## src/rtl/seven_segment_scanner.sv

```systemverilog
// Multiplexed seven-segment scanner with blank window, PWM dimming and frame-synchronous capture.
// Define SEVSEG_LZB_EN to enable leading-zero blanking.
module seven_segment_scanner #(
  parameter int NUM_DIGITS   = 8,
  parameter int SLOT_CYCLES  = 12500,
  parameter int BLANK_CYCLES = 64,
  parameter int BRIGHT_W     = 4
) (
  input  logic                          clk,
  input  logic                          reset,
  input  logic [4*NUM_DIGITS-1:0]       value,
  input  logic [NUM_DIGITS-1:0]         dp_mask,
  input  logic [NUM_DIGITS-1:0]         digit_en,
  input  logic [BRIGHT_W-1:0]           brightness,
  output logic [NUM_DIGITS-1:0]         an,
  output logic [6:0]                    seg,
  output logic                          dp,
  output logic                          frame_start,
  output logic [$clog2(NUM_DIGITS)-1:0] cur_digit
);
  localparam int DIG_W  = $clog2(NUM_DIGITS);
  localparam int SLOT_W = $clog2(SLOT_CYCLES);
  localparam logic [0:0] ST_BLANK = 1'b0;
  localparam logic [0:0] ST_ON    = 1'b1;
  localparam logic [SLOT_W-1:0] SLOT_LAST = SLOT_W'(SLOT_CYCLES - 1);
  localparam logic [SLOT_W-1:0] BLANK_END = SLOT_W'(BLANK_CYCLES);
  localparam logic [DIG_W-1:0]  DIG_LAST  = DIG_W'(NUM_DIGITS - 1);

  logic [SLOT_W-1:0]       slot_cnt_q, slot_cnt_d;
  logic [DIG_W-1:0]        cur_digit_q, cur_digit_d;
  logic [0:0]              state_q, state_d;
  logic [BRIGHT_W-1:0]     pwm_cnt_q, pwm_cnt_d;
  logic [4*NUM_DIGITS-1:0] value_sh_q, value_sh_d;
  logic [NUM_DIGITS-1:0]   dp_sh_q, dp_sh_d;
  logic [NUM_DIGITS-1:0]   en_sh_q, en_sh_d;
  logic [BRIGHT_W-1:0]     bright_sh_q, bright_sh_d;
  logic [NUM_DIGITS-1:0]   an_q, an_d;
  logic [6:0]              seg_q, seg_d;
  logic                    dp_q, dp_d;
  logic                    slot_wrap;
  logic                    is_blank;
  logic                    lit;
  logic [3:0]              nibble;
  logic [6:0]              font;

  // Gated by reset so the pulse (and shadow capture) only occurs once the scan runs.
  assign frame_start = ~reset & (slot_cnt_q == '0) & (cur_digit_q == '0);
  assign cur_digit   = cur_digit_q;
  assign an          = an_q;
  assign seg         = seg_q;
  assign dp          = dp_q;

`ifdef SEVSEG_LZB_EN
  logic [NUM_DIGITS-1:0] blank_q, blank_d;
  logic                  zero_run;

  // A digit blanks only when it and every digit to its left are zero with no dp.
  always_comb begin
    blank_d  = blank_q;
    zero_run = 1'b1;
    if (frame_start) begin
      blank_d = '0;
      for (int unsigned i = NUM_DIGITS - 1; i >= 1; i--) begin
        zero_run   = zero_run & (value[4*i +: 4] == 4'h0) & ~dp_mask[i];
        blank_d[i] = zero_run;
      end
    end
  end

  always_ff @(posedge clk) begin
    if (reset) blank_q <= '0;
    else       blank_q <= blank_d;
  end

  assign is_blank = blank_q[cur_digit_q];
`else
  assign is_blank = 1'b0;
`endif

  always_comb begin
    slot_wrap   = (slot_cnt_q == SLOT_LAST);
    slot_cnt_d  = slot_wrap ? '0 : slot_cnt_q + 1'b1;
    cur_digit_d = cur_digit_q;
    if (slot_wrap) cur_digit_d = (cur_digit_q == DIG_LAST) ? '0 : cur_digit_q + 1'b1;

    state_d = state_q;
    case (state_q)
      ST_BLANK: if (slot_cnt_d == BLANK_END) state_d = ST_ON;
      default:  if (slot_wrap) state_d = ST_BLANK;
    endcase
    pwm_cnt_d = (state_q == ST_ON) ? pwm_cnt_q + 1'b1 : '0;

    value_sh_d  = frame_start ? value      : value_sh_q;
    dp_sh_d     = frame_start ? dp_mask    : dp_sh_q;
    en_sh_d     = frame_start ? digit_en   : en_sh_q;
    bright_sh_d = frame_start ? brightness : bright_sh_q;
  end

  always_comb begin
    nibble = value_sh_q[{cur_digit_q, 2'b00} +: 4];
    case (nibble)
      4'h0: font = 7'b0111111;
      4'h1: font = 7'b0000110;
      4'h2: font = 7'b1011011;
      4'h3: font = 7'b1001111;
      4'h4: font = 7'b1100110;
      4'h5: font = 7'b1101101;
      4'h6: font = 7'b1111101;
      4'h7: font = 7'b0000111;
      4'h8: font = 7'b1111111;
      4'h9: font = 7'b1101111;
      4'hA: font = 7'b1110111;
      4'hB: font = 7'b1111100;
      4'hC: font = 7'b0111001;
      4'hD: font = 7'b1011110;
      4'hE: font = 7'b1111001;
      default: font = 7'b1110001;
    endcase
    lit = (state_q == ST_ON) && en_sh_q[cur_digit_q] && !is_blank &&
          ((&bright_sh_q) || (pwm_cnt_q < bright_sh_q));
    an_d  = lit ? ~(NUM_DIGITS'(1) << cur_digit_q) : '1;
    seg_d = lit ? font : '0;
    dp_d  = lit & dp_sh_q[cur_digit_q];
  end

  always_ff @(posedge clk) begin
    if (reset) begin
      slot_cnt_q  <= '0;
      cur_digit_q <= '0;
      state_q     <= ST_BLANK;
      pwm_cnt_q   <= '0;
      value_sh_q  <= '0;
      dp_sh_q     <= '0;
      en_sh_q     <= '0;
      bright_sh_q <= '0;
      an_q        <= '1;
      seg_q       <= '0;
      dp_q        <= 1'b0;
    end else begin
      slot_cnt_q  <= slot_cnt_d;
      cur_digit_q <= cur_digit_d;
      state_q     <= state_d;
      pwm_cnt_q   <= pwm_cnt_d;
      value_sh_q  <= value_sh_d;
      dp_sh_q     <= dp_sh_d;
      en_sh_q     <= en_sh_d;
      bright_sh_q <= bright_sh_d;
      an_q        <= an_d;
      seg_q       <= seg_d;
      dp_q        <= dp_d;
    end
  end
endmodule

```

## config.mk

```make
export PLATFORM = sky130hd
export DESIGN_NAME = seven_segment_scanner
export DESIGN_NICKNAME = d
export VERILOG_FILES = /design/src/rtl/seven_segment_scanner.sv
export SDC_FILE = /design/constraint.sdc
export NUM_CORES = 1
export LEC_CHECK = 0
export ABC_AREA = 1
export CELL_PAD_IN_SITES_DETAIL_PLACEMENT = 0
export CELL_PAD_IN_SITES_GLOBAL_PLACEMENT = 2
export CORE_MARGIN = 3
export CORE_UTILIZATION = 27
export CTS_CLUSTER_DIAMETER = 30
export DETAILED_ROUTE_END_ITERATION = 10
export PLACE_DENSITY = 0.83
export SLEW_MARGIN = 20
export SYNTH_ARGS = -nofsm -noshare
export SYNTH_HDL_FRONTEND = slang
export SYNTH_SLANG_ARGS = --single-unit
export TNS_END_PERCENT = 30
```

## constraint.sdc

```tcl
create_clock -name clk -period 1.9 [get_ports clk]
set_input_delay 0.38 -clock clk [delete_from_list [all_inputs] [get_ports clk]]
set_output_delay 0.38 -clock clk [all_outputs]
set_load 0.01 [all_outputs]
```

==> metrics.txt <==
Post-Synthesis Mean Instance Area about 7.3 µm²; GR Util All Layers 0.137; CP Class flop to primary output; fin worst setup slack -0.0215 ns; Worst setup startpoint slot_cnt_q[0]; vias per cell between 4 and 5; Ant. Diodes 0; Wirelength per Cell ~13 µm; worst relative slew slack 0.796; Hold Vio Cnt, Final 0; fin. max-slew vios 0; Reg clk slew, reported paths around 0.06 ns; library cells used by synthesis 34; WHS ~0.45 ns; Inserted Clock Buffers 9; Worst Tran Pin Value a little over 0.3 ns; origin of the critical flop-to-flop path cur_digit[0]; clk buf depth 2; post-synth top area cell dfxtp_1; Layout area overhead 38.0%; pin count of the biggest net entering global routing between 60 and 70; CP required about 1.5 ns; final period utilization 1.01; routability cong. 0.852; fraction of layout cells with a size suffix above 1 0.173; TritonCTS clock tree built; vias in the first global route about 4000; global-route wire length before repair 19400 µm; Hold Crit Start dp_sh_q[6]; die height ~130 µm; total number of vias approximately 4100; clock root cell clkbuf_16; Initial Util 0.280; Power per Cell Area between 700 and 800 nW/µm²; Die Area between 15000 and 20000 µm²; CORE AREA 15500 µm²; main area contributors after synthesis dfxtp_1 41%, nor2_1 8.6%, o21ai_0 8.1%; Final Setup Violations 1; total grt overflow 0; Static Leakage around 2.5 nW; antenna-violating nets left 0; cell area after layout approximately 6000 µm²; Final Critical Period 1.92 ns; RSZ-0062 raised after global routing true; row count between 40 and 50; H-tree levels 3; status finished with violations; Critical Path Start Type flop; Total Wirelength 11800 µm; total clock sinks 90; Die X roughly 130 µm; HPWL after detailed placement between 8000 and 9000 µm; violated checks negative setup slack; IO Pins 74; initial antenna violation count 0; MaxCap Viol Count 0; Crit Path Max Fanout 2; synthesized instance count roughly 600; Area after DPL ~5600 µm²; Iter 0 DRT Violations 162; clock skew 0.00830 ns; critical path data arrival time approximately 1.5 ns; Port Buffers 73; # nets final 778; Ys Warns 0; Max VDD drop about 550 µV; Clock Latency Late Sink ~0.34 ns; TritonRoute pass-1 iters 4; Yosys top cell area share 0.415; # DRC 0; synthesized area 4340 µm²; flop and latch count out of synthesis 90; hold crit path type flop to flop; CP Capture Type primary output; Achievable Freq between 0.5 and 0.6 GHz; syn nets approximately 670; post-synthesis sequential area ratio 0.415
-- cell usage in the layout (no fill, tap or decap), drive strengths merged --
cell type	count
nand2	92
ha	19
a211oi	1
a21oi	59
bufinv	2
inv	64
nor3	6
clkbuf	10
clkinv	3
buf	55
o21bai	1
xnor2	1
nor4	1
dfxtp	90
nand3	32
nand4	4
o211ai	1
clkdlybuf4s50	70
nor3b	1
dlygate4sd2	2
xor2	3
o21ai	84
or2	1
nor2	108
-- through the flow --
stage                     setup TNS (ns)  utilization  worst slack (ns)  std cells  total power, mW
after floorplan                 -0.00485            -          -0.00363        596             2.50
after global placement             -6.62        0.360            -0.436        900             2.75
after detailed placement           -7.54        0.360            -0.449        900             2.76
after CTS                        -0.0477        0.382           -0.0477        916             4.73
after global routing              -0.141        0.387           -0.0683        921             4.91
final                            -0.0215        0.387           -0.0215        921             4.69
-- final timing paths --
check        cells after the start  slack (ns)     endpoint
max                              7       -0.02  frame_start
min                              2        0.45   dp_sh_q[6]
max reg2reg                     12        0.09       seg[3]
min reg2reg                      2        0.45   dp_sh_q[6]
-- cell usage after synthesis --
cell type	instances
nor3_4	1
nor2_1	100
buf_2	7
nor2_4	3
o211ai_1	1
nor3_1	4
buf_1	1
nand2_1	84
xnor2_1	1
buf_4	3
inv_2	9
o21bai_1	1
dfxtp_1	90
o21ai_0	70
inv_1	53
nand3_1	30
nor3b_1	1
clkinv_1	1
or2_2	1
clkbuf_1	10
a21oi_1	59
a211oi_1	1
o21ai_4	1
nor2_2	5
ha_1	19
nor3_2	1
nor4_4	1
o21ai_1	13
nand2_4	2
nand2_2	6
nand4_1	4
buf_6	8
nand3_2	2
xor2_1	3
-- sequential cells by signal, indices dropped and copies added (netlist names) --
register	count
seg	7
slot_cnt_q	14
value_sh_q	32
state_q	1
en_sh_q	8
cur_digit	3
pwm_cnt_q	4
an	8
dp	1
bright_sh_q	4
dp_sh_q	8
-- area by class of cell --
class	instances	area [µm²]
tap	211	264
multi-input combinational	414	2190
clock inverter	6	87.6
sequential	90	1810
clock buffer	10	239
fill	1629	9490
timing repair buffer	127	1160
inverter	63	239
-- per-layer routing --
layer | global-route usage | vias to the layer above | wire length, µm
li1 | - | 2141 | -
met1 | 0.189 | 1820 | 6030
met2 | 0.210 | 81 | 5090
met3 | 0.0243 | 19 | 414
met4 | 0.0606 | 0 | 293
met5 | 0 | - | 0
-- power breakdown --
part           internal (mW)  total, mW  switching [mW]  leakage, nW
sequential              2.01       2.06          0.0471        0.738
clock                   1.19       1.95           0.758        0.163
combinational          0.318      0.680           0.362         1.56
-- worst max-delay path, stage by stage (launching register included) --
cell and delay [ns]:
dfxtp_2 0.32, inv_2 0.08, ha_4 0.16, nand2_2 0.05, nor3_2 0.11, nand3_2 0.10, nor3_4 0.20, buf_2 0.18
-- logic make-up (layout without fill, tap and decap cells) --
logic type	after synthesis	count (layout)	share of synthesized area
flip-flops	90	90	0.415
XOR/XNOR	4	4	0.00807
AO/OA/AOI/OAI	146	146	0.173
AND/OR/NAND/NOR	245	245	0.252
adder cells (fa/ha/maj)	19	19	0.0548
buffers and inverters	92	206	0.0980
-- repair_timing --
item,CTS,global route
gates resized for setup,11,16
buffers inserted,0,5
pin swaps,1,3
hold buffers,0,0
endpoints found under the setup margin,8,16
Power figures use the tool's default switching activity.
